## config.mk

```make
export PLATFORM = sky130hd
export DESIGN_NAME = operand_select_stage_flat
export DESIGN_NICKNAME = d
export VERILOG_FILES = /design/src/rtl/opsel_pkg.sv /design/src/rtl/operand_select_stage_if.sv /design/src/rtl/opsel_skid_buf.sv /design/src/rtl/operand_select_stage.sv /design/src/flat_wrapper.sv
export SDC_FILE = /design/constraint.sdc
export NUM_CORES = 1
export LEC_CHECK = 0
export BUFFER_PORTS_ARGS = -buffer_cell sky130_fd_sc_hd__buf_2
export CAP_MARGIN = 20
export CORE_MARGIN = 2
export CORE_UTILIZATION = 41
export CTS_CLUSTER_SIZE = 25
export DETAILED_ROUTE_END_ITERATION = 16
export GPL_ROUTABILITY_DRIVEN = 0
export PLACE_DENSITY = 0.72
export SLEW_MARGIN = 25
export SYNTH_ARGS = -nofsm -noshare
export SYNTH_HDL_FRONTEND = slang
export SYNTH_SLANG_ARGS = --single-unit
```

## constraint.sdc

```tcl
create_clock -name clk -period 3.4 [get_ports clk]
set_clock_uncertainty 0.05 [all_clocks]
set_input_delay 0.68 -clock clk [delete_from_list [all_inputs] [get_ports clk]]
set_output_delay 0.68 -clock clk [all_outputs]
set_load 0.02 [all_outputs]
```

## src/rtl/opsel_pkg.sv

```systemverilog
// opsel_pkg: shared constants and select codes for the operand select stage
package opsel_pkg;
  localparam int OPSEL_WIDTH_DEF = 32;
  localparam int OPSEL_N_IN_DEF = 4;
  localparam int OPSEL_ERR_CNT_W = 8;
  typedef enum logic [1:0] {
    OPSEL_REG = 2'd0,
    OPSEL_IMM = 2'd1,
    OPSEL_PC = 2'd2,
    OPSEL_CONST4 = 2'd3
  } opsel_code_e;
endpackage

```

## src/rtl/operand_select_stage_if.sv

```systemverilog
// operand_select_stage_if: producer/consumer handshake bundle of the operand select stage
interface operand_select_stage_if import opsel_pkg::*; #(
  parameter int WIDTH = OPSEL_WIDTH_DEF,
  parameter int N_IN = OPSEL_N_IN_DEF,
  parameter int SEL_W = (N_IN > 2) ? $clog2(N_IN) : 1
) ();
  logic in_valid;
  logic in_ready;
  logic [SEL_W-1:0] sel;
  logic [N_IN*WIDTH-1:0] opt_flat;
  logic out_valid;
  logic out_ready;
  logic [WIDTH-1:0] result;
  logic out_sel_err;
  modport master (
    output in_valid, sel, opt_flat, out_ready,
    input in_ready, out_valid, result, out_sel_err
  );
  modport slave (
    input in_valid, sel, opt_flat, out_ready,
    output in_ready, out_valid, result, out_sel_err
  );
endinterface

```

## src/rtl/opsel_skid_buf.sv

```systemverilog
// opsel_skid_buf: generic two-entry skid buffer owning the valid/ready handshake
module opsel_skid_buf #(
  parameter int W = 33
) (
  input  logic         clk,
  input  logic         reset,
  input  logic         in_valid,
  output logic         in_ready,
  input  logic [W-1:0] in_data,
  output logic         out_valid,
  input  logic         out_ready,
  output logic [W-1:0] out_data
);
  logic skid_v;
  logic [W-1:0] skid_d;
  logic acc;
  assign in_ready = ~skid_v;
  assign acc = in_valid & ~skid_v;
  // main drains first from skid, then from input; skid only fills while main is stalled
  always_ff @(posedge clk)
    if (reset) begin
      out_valid <= 1'b0;
      out_data <= '0;
      skid_v <= 1'b0;
      skid_d <= '0;
    end else if (!out_valid || out_ready) begin
      out_valid <= skid_v | acc;
      out_data <= skid_v ? skid_d : acc ? in_data : out_data;
      skid_v <= 1'b0;
    end else if (acc) begin
      skid_v <= 1'b1;
      skid_d <= in_data;
    end
endmodule

```

## src/rtl/operand_select_stage.sv

```systemverilog
// operand_select_stage: registered N_IN-way operand selector with skid handshake; OPSEL_ERR_COUNT_EN adds err_count
module operand_select_stage import opsel_pkg::*; #(
  parameter int WIDTH = OPSEL_WIDTH_DEF,
  parameter int N_IN = OPSEL_N_IN_DEF,
  parameter int SEL_W = (N_IN > 2) ? $clog2(N_IN) : 1
) (
  input  logic clk,
  input  logic reset,
  operand_select_stage_if.slave bus,
  output logic err_sticky
`ifdef OPSEL_ERR_COUNT_EN
  ,
  output logic [OPSEL_ERR_CNT_W-1:0] err_count
`endif
);
  logic sel_ok;
  logic acc;
  logic [WIDTH-1:0] pick;
  logic [WIDTH:0] q;
  assign sel_ok = 32'(bus.sel) < N_IN;
  assign pick = sel_ok ? bus.opt_flat[32'(bus.sel)*WIDTH +: WIDTH] : '0;
  assign acc = bus.in_valid & bus.in_ready;
  assign bus.result = q[WIDTH-1:0];
  assign bus.out_sel_err = q[WIDTH];
  opsel_skid_buf #(.W(WIDTH + 1)) u_skid (
    .clk(clk),
    .reset(reset),
    .in_valid(bus.in_valid),
    .in_ready(bus.in_ready),
    .in_data({~sel_ok, pick}),
    .out_valid(bus.out_valid),
    .out_ready(bus.out_ready),
    .out_data(q)
  );
  // latch any accepted illegal select until reset
  always_ff @(posedge clk)
    if (reset) err_sticky <= 1'b0;
    else if (acc && !sel_ok) err_sticky <= 1'b1;
`ifdef OPSEL_ERR_COUNT_EN
  // saturating count of accepted illegal selects
  always_ff @(posedge clk)
    if (reset) err_count <= '0;
    else if (acc && !sel_ok && !(&err_count)) err_count <= err_count + 1'b1;
`endif
endmodule

```

## src/flat_wrapper.sv

```systemverilog
// flat-port wrapper written by rule: the top's interface ports become plain ports
module operand_select_stage_flat import opsel_pkg::*;
#(
  parameter int WIDTH = OPSEL_WIDTH_DEF,
  parameter int N_IN = OPSEL_N_IN_DEF,
  parameter int SEL_W = (N_IN > 2) ? $clog2(N_IN) : 1
)
  (clk, reset, err_sticky, bus_in_valid, bus_sel, bus_opt_flat, bus_out_ready, bus_in_ready, bus_out_valid, bus_result, bus_out_sel_err);
  operand_select_stage_if #(.WIDTH(WIDTH), .N_IN(N_IN), .SEL_W(SEL_W)) bus_i ();
  input  logic clk;
  input  logic reset;
  output logic err_sticky;
  input wire logic [$bits(bus_i.in_valid)-1:0] bus_in_valid;
  input wire logic [$bits(bus_i.sel)-1:0] bus_sel;
  input wire logic [$bits(bus_i.opt_flat)-1:0] bus_opt_flat;
  input wire logic [$bits(bus_i.out_ready)-1:0] bus_out_ready;
  output wire logic [$bits(bus_i.in_ready)-1:0] bus_in_ready;
  output wire logic [$bits(bus_i.out_valid)-1:0] bus_out_valid;
  output wire logic [$bits(bus_i.result)-1:0] bus_result;
  output wire logic [$bits(bus_i.out_sel_err)-1:0] bus_out_sel_err;
  assign bus_i.in_valid = bus_in_valid;
  assign bus_i.sel = bus_sel;
  assign bus_i.opt_flat = bus_opt_flat;
  assign bus_i.out_ready = bus_out_ready;
  assign bus_in_ready = bus_i.in_ready;
  assign bus_out_valid = bus_i.out_valid;
  assign bus_result = bus_i.result;
  assign bus_out_sel_err = bus_i.out_sel_err;
  operand_select_stage #(.WIDTH(WIDTH), .N_IN(N_IN), .SEL_W(SEL_W)) u_core (.clk(clk), .reset(reset), .bus(bus_i), .err_sticky(err_sticky));
endmodule
```

After elaboration in Yosys (flattened, before gate mapping)
Cells that the tools add are included.
- register bits: 67
- latch bits: 0
- bits in writable memories: 0
- ROM bits: 0
- bits of input ports: 134
- output and inout bits: 36
- word-level logic and storage cells: 17
- memories kept: 0
- add/sub/neg operators: 0
- multiply operators: 0
- divide/modulo/power cells: 0
- order comparisons: 0
- eq/ne operators: 0
- shifts and indexed selects: 1
- multiplexer cells: 2
- bitwise logic cells: 4
- reductions and logical operators: 6
- operators by type and width (cell ; count):
    $shiftx A128 B8 Y32 ; 1
    $mux W33 ; 2
    $reduce_and A2 Y1 ; 2
    $not A1 Y1 ; 2
    $reduce_bool A2 Y1 ; 1
    $reduce_or A2 Y1 ; 1
    $and A1 B1 Y1 ; 1
    $logic_not A1 Y1 ; 1
    $logic_or A1 B1 Y1 ; 1
    $or A1 B1 Y1 ; 1

Longest topological paths before layout
Gate-level depths: netlist (run 1).
- depth in word-level cells: 4
- depth in mapped cells: 6
- mapped depth without buffers: 3

Cells and area by module
Synthesis (run 1) repeated with hierarchy kept, for this count alone.
- cells, all modules: 348
- area, all modules: 3731.1 um^2
- by module, submodules not included (module ; instances ; cells each ; area an instance (um^2) ; sequential area each (um^2)):
    opsel_skid_buf ; 1 ; 307 ; 2905.3 ; 1361.3
    operand_select_stage ; 1 ; 41 ; 825.8 ; 0.0

Worst setup path before layout (run 1)
Ideal clock, no wire load.
- kind: input-to-reg
- start: input port bus_sel[0]
- end: register u_core.u_skid.out_data[10]
- library setup time: 147 ps
- data arrival time: 1607 ps
- required time: 3203 ps
- setup slack: 1596 ps
- stages on the path: 5
- path buffers: 2
- cells stage by stage: buf_6 > buf_12 > mux4_2 > nand2_1 > a311oi_2
- word-level cells in the longest chain between the ends: 3
- ends and longest elaborated chain (item ; RTL line ; source):
    start: declaration ; flat_wrapper.sv:14 ; input wire logic [$bits(bus_i.sel)-1:0] bus_sel;
    $shiftx A128 B8 Y32 ; operand_select_stage.sv:21 ; assign pick = sel_ok ? bus.opt_flat[32'(bus.sel)*WIDTH +: WIDTH] : '0;
    $mux W33 (2 in a row) ; opsel_skid_buf.sv:28 ; out_data <= skid_v ? skid_d : acc ? in_data : out_data;
    end signal: assignment ; opsel_skid_buf.sv:28 ;
    end: declaration ; opsel_skid_buf.sv:12 ; output logic [W-1:0] out_data
Every way passes these cells. The select of a mux whose other input is x is not followed.
A chain may end at the register's enable or synchronous reset.

Worst setup path in the final report (run 1)
- start: register u_core.u_skid.skid_v
- end: output port bus_in_ready
- word-level cells in the longest chain between the ends: 1
- ends and longest elaborated chain (item ; RTL line ; source):
    start: declaration ; opsel_skid_buf.sv:14 ; logic skid_v;
    start signal: assignment ; opsel_skid_buf.sv:24 ; skid_v <= 1'b0;
    start signal: assignment ; opsel_skid_buf.sv:29 ; skid_v <= 1'b0;
    start signal: assignment ; opsel_skid_buf.sv:31 ; skid_v <= 1'b1;
    $not A1 Y1 ; opsel_skid_buf.sv:17 ; assign in_ready = ~skid_v;
    end: declaration ; flat_wrapper.sv:17 ; output wire logic [$bits(bus_i.in_ready)-1:0] bus_in_ready;
Every way passes these cells.

==> results of run 1 <==
metrics by stage:
stage | power, mW | cell area (sq um) | util | setup slack [ps] | hold slack, ps
floorplan | 1.15 | 3520 | - | 1600 | 399
global placement | 1.29 | 4340 | 0.526 | 1130 | 411
detailed placement | 1.30 | 4340 | 0.526 | 1080 | 414
CTS | 2.03 | 4570 | 0.553 | 742 | 434
global route | 2.11 | 4570 | 0.553 | 664 | 445
finish | 2.02 | 4570 | 0.553 | 762 | 436
sequential cells by signal, summed over array words and instances, names as in the netlist:
register	flops
u_core.u_skid.skid_v	1
u_core.u_skid.skid_d	32
u_core.u_skid.out_data	32
u_core.u_skid.out_valid	1
critical path: stages (launching register included):
cell and delay, ps:
dfxtp_1 340, buf_4 260, clkinv_1 400, buf_4 360
buf_2 190
power by group:
| part | switching, mW | total (mW) | internal [mW] |
|---|---|---|---|
| combinational | 0.226 | 0.431 | 0.205 |
| clock | 0.309 | 0.741 | 0.432 |
| sequential | 0.0249 | 0.845 | 0.820 |
cell families after synthesis:
group | Yosys count | synth area share
AO/OA/AOI/OAI | 98 | 0.261
buffers and inverters | 38 | 0.0708
multiplexers | 32 | 0.207
flip-flops | 66 | 0.376
other | 1 | 0.00107
AND/OR/NAND/NOR | 71 | 0.0840
area by class of cell:
type,instances,area (sq um)
multi-input combinational,203,1970
timing repair buffer,178,918
clock buffer,10,138
clock inverter,6,90.1
sequential,66,1320
inverter,1,3.75
tap,105,131
fill,761,3690
placed cells by master (no fill, tap or decap):
cell and count:
or2_2 1, a31oi_4 1, mux4_1 2, nor4b_4 1
a22o_1 32, conb_1 2, nor2_4 1, nor2b_1 1
nand2b_1 1, mux4_2 30, buf_4 11, a311oi_1 3
nor2_1 1, nor3_1 1, a21oi_1 33, buf_2 167
a311oi_2 29, clkinv_1 1, dfxtp_1 66, clkbuf_8 10
bufinv_16 2, clkinvlp_4 4, nand2_1 64
how the worst max path moves through the flow:
stage / start / endpoint / depth (start not counted)
finish: u_core.u_skid.skid_v / bus_in_ready / 4
detailed placement: bus_out_ready / u_core.u_skid.out_data[28] / 5
global route: u_core.u_skid.skid_v / bus_in_ready / 4
global placement: bus_out_ready / u_core.u_skid.skid_d[23] / 5
floorplan: bus_sel[0] / u_core.u_skid.out_data[10] / 5
CTS: u_core.u_skid.skid_v / bus_in_ready / 4
per-layer routing:
layer  track usage  up-vias  routed length (um)
met4         0.106        0                 367
met1         0.250     1466                3890
met2         0.319      159                4350
met5             0        -                   0
met3        0.0484       30                 659
li1              -     1491                   -
==> results.toml, run 1 <==
[cts]
tritoncts_num_sinks = 66
cts_buffer_depth = 2
buffers_inserted_during_post_cts_setup_optimization = 0
cts_hold_buffers = 0
cts_resized = 0
clk_transition_reported_paths_ps = 70
clock_tree.root_cell = "clkbuf_8"
htree_levels = 3
cts_inserted_buffers = 9
clkLatencyLatePin_ps = 350
cts_tree = "yes"

[timing]
post_layout_min_period_ps = 2640
slew_margin_rel = 0.370
setup_violations = 0
report.final.slew_viol_count = 0
layout_worst_path_cycle_share = 0.776
timing.fmax_mhz = 379
setup_total_negative_slack_ps = 0
grt_setup_unrepaired = "false"
hold_violation_total_from_the_final_report = 0
timing_worst_slew_pin_value_ps = 945

[grt]
grt_antenna_before_repair = 0
grt_use_total = 0.200
grt_pass1_vias = 3127
grt.overflow.total = 0
maximum_number_of_pins_on_one_net_before_global_route_repair = 33
first_pass_grt_wire_length_mm = 15.2

[die]
number_of_top_level_pins = 170
rows = 33
die_height_um = 96.6
die_width_um = 96.6
initial_util = 0.426
coreArea_sq_mm = 0.00826
die_area_sq_mm = 0.00934

[power_and_ir_drop]
power.density_mw_per_mm2 = 441
static_leak_nw = 1.97
peakVddDrop_v = 0.000200

[worst_setup_path]
worstPathMaxFanout = 24
setup.worst_path.class = "reg2out"
r2r_setup_slack_ps = 1140
cp_data_required_time_ps = 2670
reg2reg_from = "u_core.u_skid.skid_v"
worstReg2RegEnd = "u_core.u_skid.skid_d[6]"
worstSetupEndpointType = "primary output"
critPathArrivalTime_ps = 1910
startpoint_type = "flop"
timing.reg2reg.worst_path_depth = 4

[synth]
sequential_fraction_of_the_synthesis_area = 0.376
postSynthCellCount = 306
synth-async-reset-ratio = 0
yosysWarnings = 0
dominantRegCellSynth = "dfxtp_1"
synth.area.top_cells = "dfxtp_1, mux4_2, a311oi_2"
fraction_of_synthesized_cell_area_taken_by_the_top_area_cell_type = 0.376
synth_largest_area_cell = "dfxtp_1"
syn_area_per_cell_sq_um = 11.5
synth_seq_cells = 66
yosysMostFrequentCell = "dfxtp_1"
synthTopCellsByCount = "dfxtp_1, nand2_1, a21oi_1"
synth_cell_types = 23
netlist_area_sq_mm = 0.00352
synth_edf_count = 0

[min_path]
timing.hold.worst.start = "u_core.u_skid.skid_d[15]"
timing.hold.worst_endpoint = "u_core.u_skid.skid_d[15]"
hold_depth = 1
min_path_type = "reg2reg"

[run]
cap_violations = 0

[placement]
detailedPlacementHpwl_mm = 6.95
portBuffers = 167
dp.cells = 553

[routing]
antenna_violating_nets_post_route = 0
route.detailed.drc = 0
drt_wl_total_mm = 9.27
detailedRoute.firstPassIterationCount = 4
route.detailed.wl_per_inst_um = 16.3
drt_first_iter_violations = 100
routed-via-count = 3146
detail_route.vias_per_cell = 5.53

[status]
run_status = "finished, final reports clean"

[finish]
instances_no_fill = 569
ant_cells = 0
layout.nets = 593
synthToLayoutAreaGrowth_pct = 29.9
drive_above_1_share = 0.554
(Power assumes the default switching activity.)
==> run 2: changes to the inputs <==
--- a/config.mk
+++ b/config.mk
@@ -5,6 +5,7 @@
 export SDC_FILE = /design/constraint.sdc
 export NUM_CORES = 1
 export LEC_CHECK = 0
+export ABC_AREA = 1
 export BUFFER_PORTS_ARGS = -buffer_cell sky130_fd_sc_hd__buf_2
 export CAP_MARGIN = 20
 export CORE_MARGIN = 2
@@ -12,7 +13,7 @@
 export CTS_CLUSTER_SIZE = 25
 export DETAILED_ROUTE_END_ITERATION = 16
 export GPL_ROUTABILITY_DRIVEN = 0
-export PLACE_DENSITY = 0.72
+export PLACE_DENSITY = 0.73
 export SLEW_MARGIN = 25
 export SYNTH_ARGS = -nofsm -noshare
 export SYNTH_HDL_FRONTEND = slang
==> constraint.sdc (replaced) <==
create_clock -name clk -period 2.2 [get_ports clk]
set_clock_uncertainty 0.05 [all_clocks]
set_input_delay 0.44 -clock clk [delete_from_list [all_inputs] [get_ports clk]]
set_output_delay 0.44 -clock clk [all_outputs]
set_load 0.02 [all_outputs]
==> run 2 against run 1 <==
  * Hold slack worse by 180 ps
  * Area after synthesis up 17%
  * Register-to-register slack worse by 400 ps
  * Clock-buffer cell count unchanged
  * Cell count up 67%
  * Via count up 42%
  * Power up 50%
  * Final area up 12%
  * Core utilization down 2.8 points
  * Flip-flop and latch count unchanged
  * Sequential power up 56%
  * Non-clock buffer count unchanged
  * Largest cell class unchanged
==> results.toml, run 2 <==
[synth]
synthTopCellsByCount = "nand2_1, nand3_1, dfxtp_1, inv_1, a21oi_1"
yosysMostFrequentCell = "nand2_1"
synth-compound-area-share = 0.156
sequential_fraction_of_the_synthesis_area = 0.321
synth_top_family_by_area = "simple AND/OR/NAND/NOR gates"
yosysWarnings = 0
synth_largest_area_cell = "dfxtp_1"
synth_cell_types = 18
dominantRegCellSynth = "dfxtp_1"
syn_area_per_cell_sq_um = 6.14
synth-async-reset-ratio = 0
post_synth_fa_ha_maj_area_fraction = 0
synthesized_area_fraction_occupied_by_and_or_nand_nor_cells = 0.390
synth_xor_xnor_area_share = 0
synth.area.top_cells = "dfxtp_1, nand2_1, nand3_1"
postSynthCellCount = 671
fraction_of_synthesized_cell_area_taken_by_the_top_area_cell_type = 0.321
netlist_area_sq_mm = 0.00412
synth_seq_cells = 66
post_synth_mux_area_share = 0
synth_edf_count = 0

[timing]
timing_worst_slew_pin_value_ps = 531
report.final.slew_viol_count = 0
setup_total_negative_slack_ps = 0
slew_margin_rel = 0.646
layout_worst_path_cycle_share = 0.725
setup_violations = 0
layout_setup_ws_ps = 605
post_layout_min_period_ps = 1590
grt_setup_unrepaired = "false"
timing.fmax_mhz = 627
hold_violation_total_from_the_final_report = 0

[placement]
portBuffers = 167
worst_setup_slack_after_placement_ps = 637
detailedPlacementHpwl_mm = 7.66
dp.cells = 935
dpl_cell_area_sq_mm = 0.00496

[cts]
cts_resized = 0
htree_levels = 3
clkLatencyLatePin_ps = 330
cts_buffer_depth = 2
clk_transition_reported_paths_ps = 70
cts_tree = "yes"
tritoncts_num_sinks = 66
cts_hold_buffers = 0
clock_tree.root_cell = "clkbuf_8"
buffers_inserted_during_post_cts_setup_optimization = 0
cts_inserted_buffers = 9

[grt]
grt_pass1_vias = 4044
first_pass_grt_wire_length_mm = 18.5
maximum_number_of_pins_on_one_net_before_global_route_repair = 65
grt_antenna_before_repair = 0
grt.overflow.total = 0
grt_use_total = 0.208

[power_and_ir_drop]
power.density_mw_per_mm2 = 589
static_leak_nw = 2.74
peakVddDrop_v = 0.000330

[die]
initial_util = 0.422
die_width_um = 104
rows = 36
coreArea_sq_mm = 0.00977
die_area_sq_mm = 0.0109
die_height_um = 104
number_of_top_level_pins = 170

[finish]
instances_no_fill = 950
drive_above_1_share = 0.295
final_common_cell = "nand2_1"
filler_cell_count = 1074
layout_common_cells = "nand2_1, buf_2, nand3_1"
postLayoutCellArea_sq_mm = 0.00513
layout.nets = 947
synthToLayoutAreaGrowth_pct = 24.6
reg.largest.list = "u_core.u_skid.out_data x32, u_core.u_skid.skid_d x32"

[routing]
antenna_violating_nets_post_route = 0
detail_route.vias_per_cell = 4.70
route.detailed.drc = 0
route.detailed.wl_per_inst_um = 11.9
routed-via-count = 4462
drt_wl_total_mm = 11.3
drt_first_iter_violations = 189
detailedRoute.firstPassIterationCount = 4

[worst_setup_path]
cp_data_required_time_ps = 1710
cp_cell_sequence = "inv_8 > buf_2"
setup.worst_path.class = "reg2out"
startpoint_type = "flop"
max_stage_delay_ps = 350
critPathArrivalTime_ps = 1100
worstPathMaxFanout = 35
worstSetupEndpointType = "primary output"
critPathSlowestCell = "dfxtp_2"
r2r_setup_slack_ps = 740

[run]
cap_violations = 0

[status]
run_status = "finished, final reports clean"

[min_path]
min_path_type = "in2reg"
[run 2: area by class of cell]
type,count,area [sq um],share of cell area
inverters,70,270,0.0526
flip-flops and latches,66,1320,0.258
clock buffers,10,128,0.0249
multi-input cells,488,2260,0.440
well taps,133,166,0.0324
diodes,1,2.50,0.000487
clock inverters,4,45.0,0.00877
repair buffers,178,943,0.184
[run 2: path summary, 6_finish.rpt]
path                                     end                      start  cells after the start
hold / removal       u_core.u_skid.out_valid                      reset                      2
setup / recovery                bus_in_ready       u_core.u_skid.skid_v                      2
hold reg to reg    u_core.u_skid.out_data[3]  u_core.u_skid.out_data[3]                      4
setup reg to reg  u_core.u_skid.out_data[20]       u_core.u_skid.skid_v                      7
[run 2: metrics by stage]
step	utilization	power, mW	hold slack (ps)
after global routing	0.525	3.21	249
after detailed placement	0.507	2.11	454
after global placement	0.507	2.11	453
final	0.525	3.02	255
after CTS	0.525	3.06	239
after floorplan	-	1.86	444
[run 2: kinds of logic after synthesis]
group                  Yosys count
buffers and inverters          118
AND/OR/NAND/NOR                389
other                            1
flip-flops                      66
AO/OA/AOI/OAI                   97
[run 2: power by group]
part           switching (mW)  internal, mW  total [mW]
Combinational           0.463         0.298       0.761
Clock                   0.438         0.505       0.943
Sequential             0.0413          1.28        1.32
[run 2: worst max-delay path, delay by kind of cell, from the launching register on]
| family | cells | cell delay [ps] |
|---|---|---|
| flip-flops | 1 | 350 |
| buffers and inverters | 2 | 410 |
[run 2: per-layer routing]
metal / vias up / share of wire / global-route usage
met4: 0 / 0.0092 / 0.0666
met1: 1929 / 0.46 / 0.262
li1: 2385 / - / -
met3: 11 / 0.066 / 0.0439
met2: 137 / 0.46 / 0.354
met5: - / 0 / 0
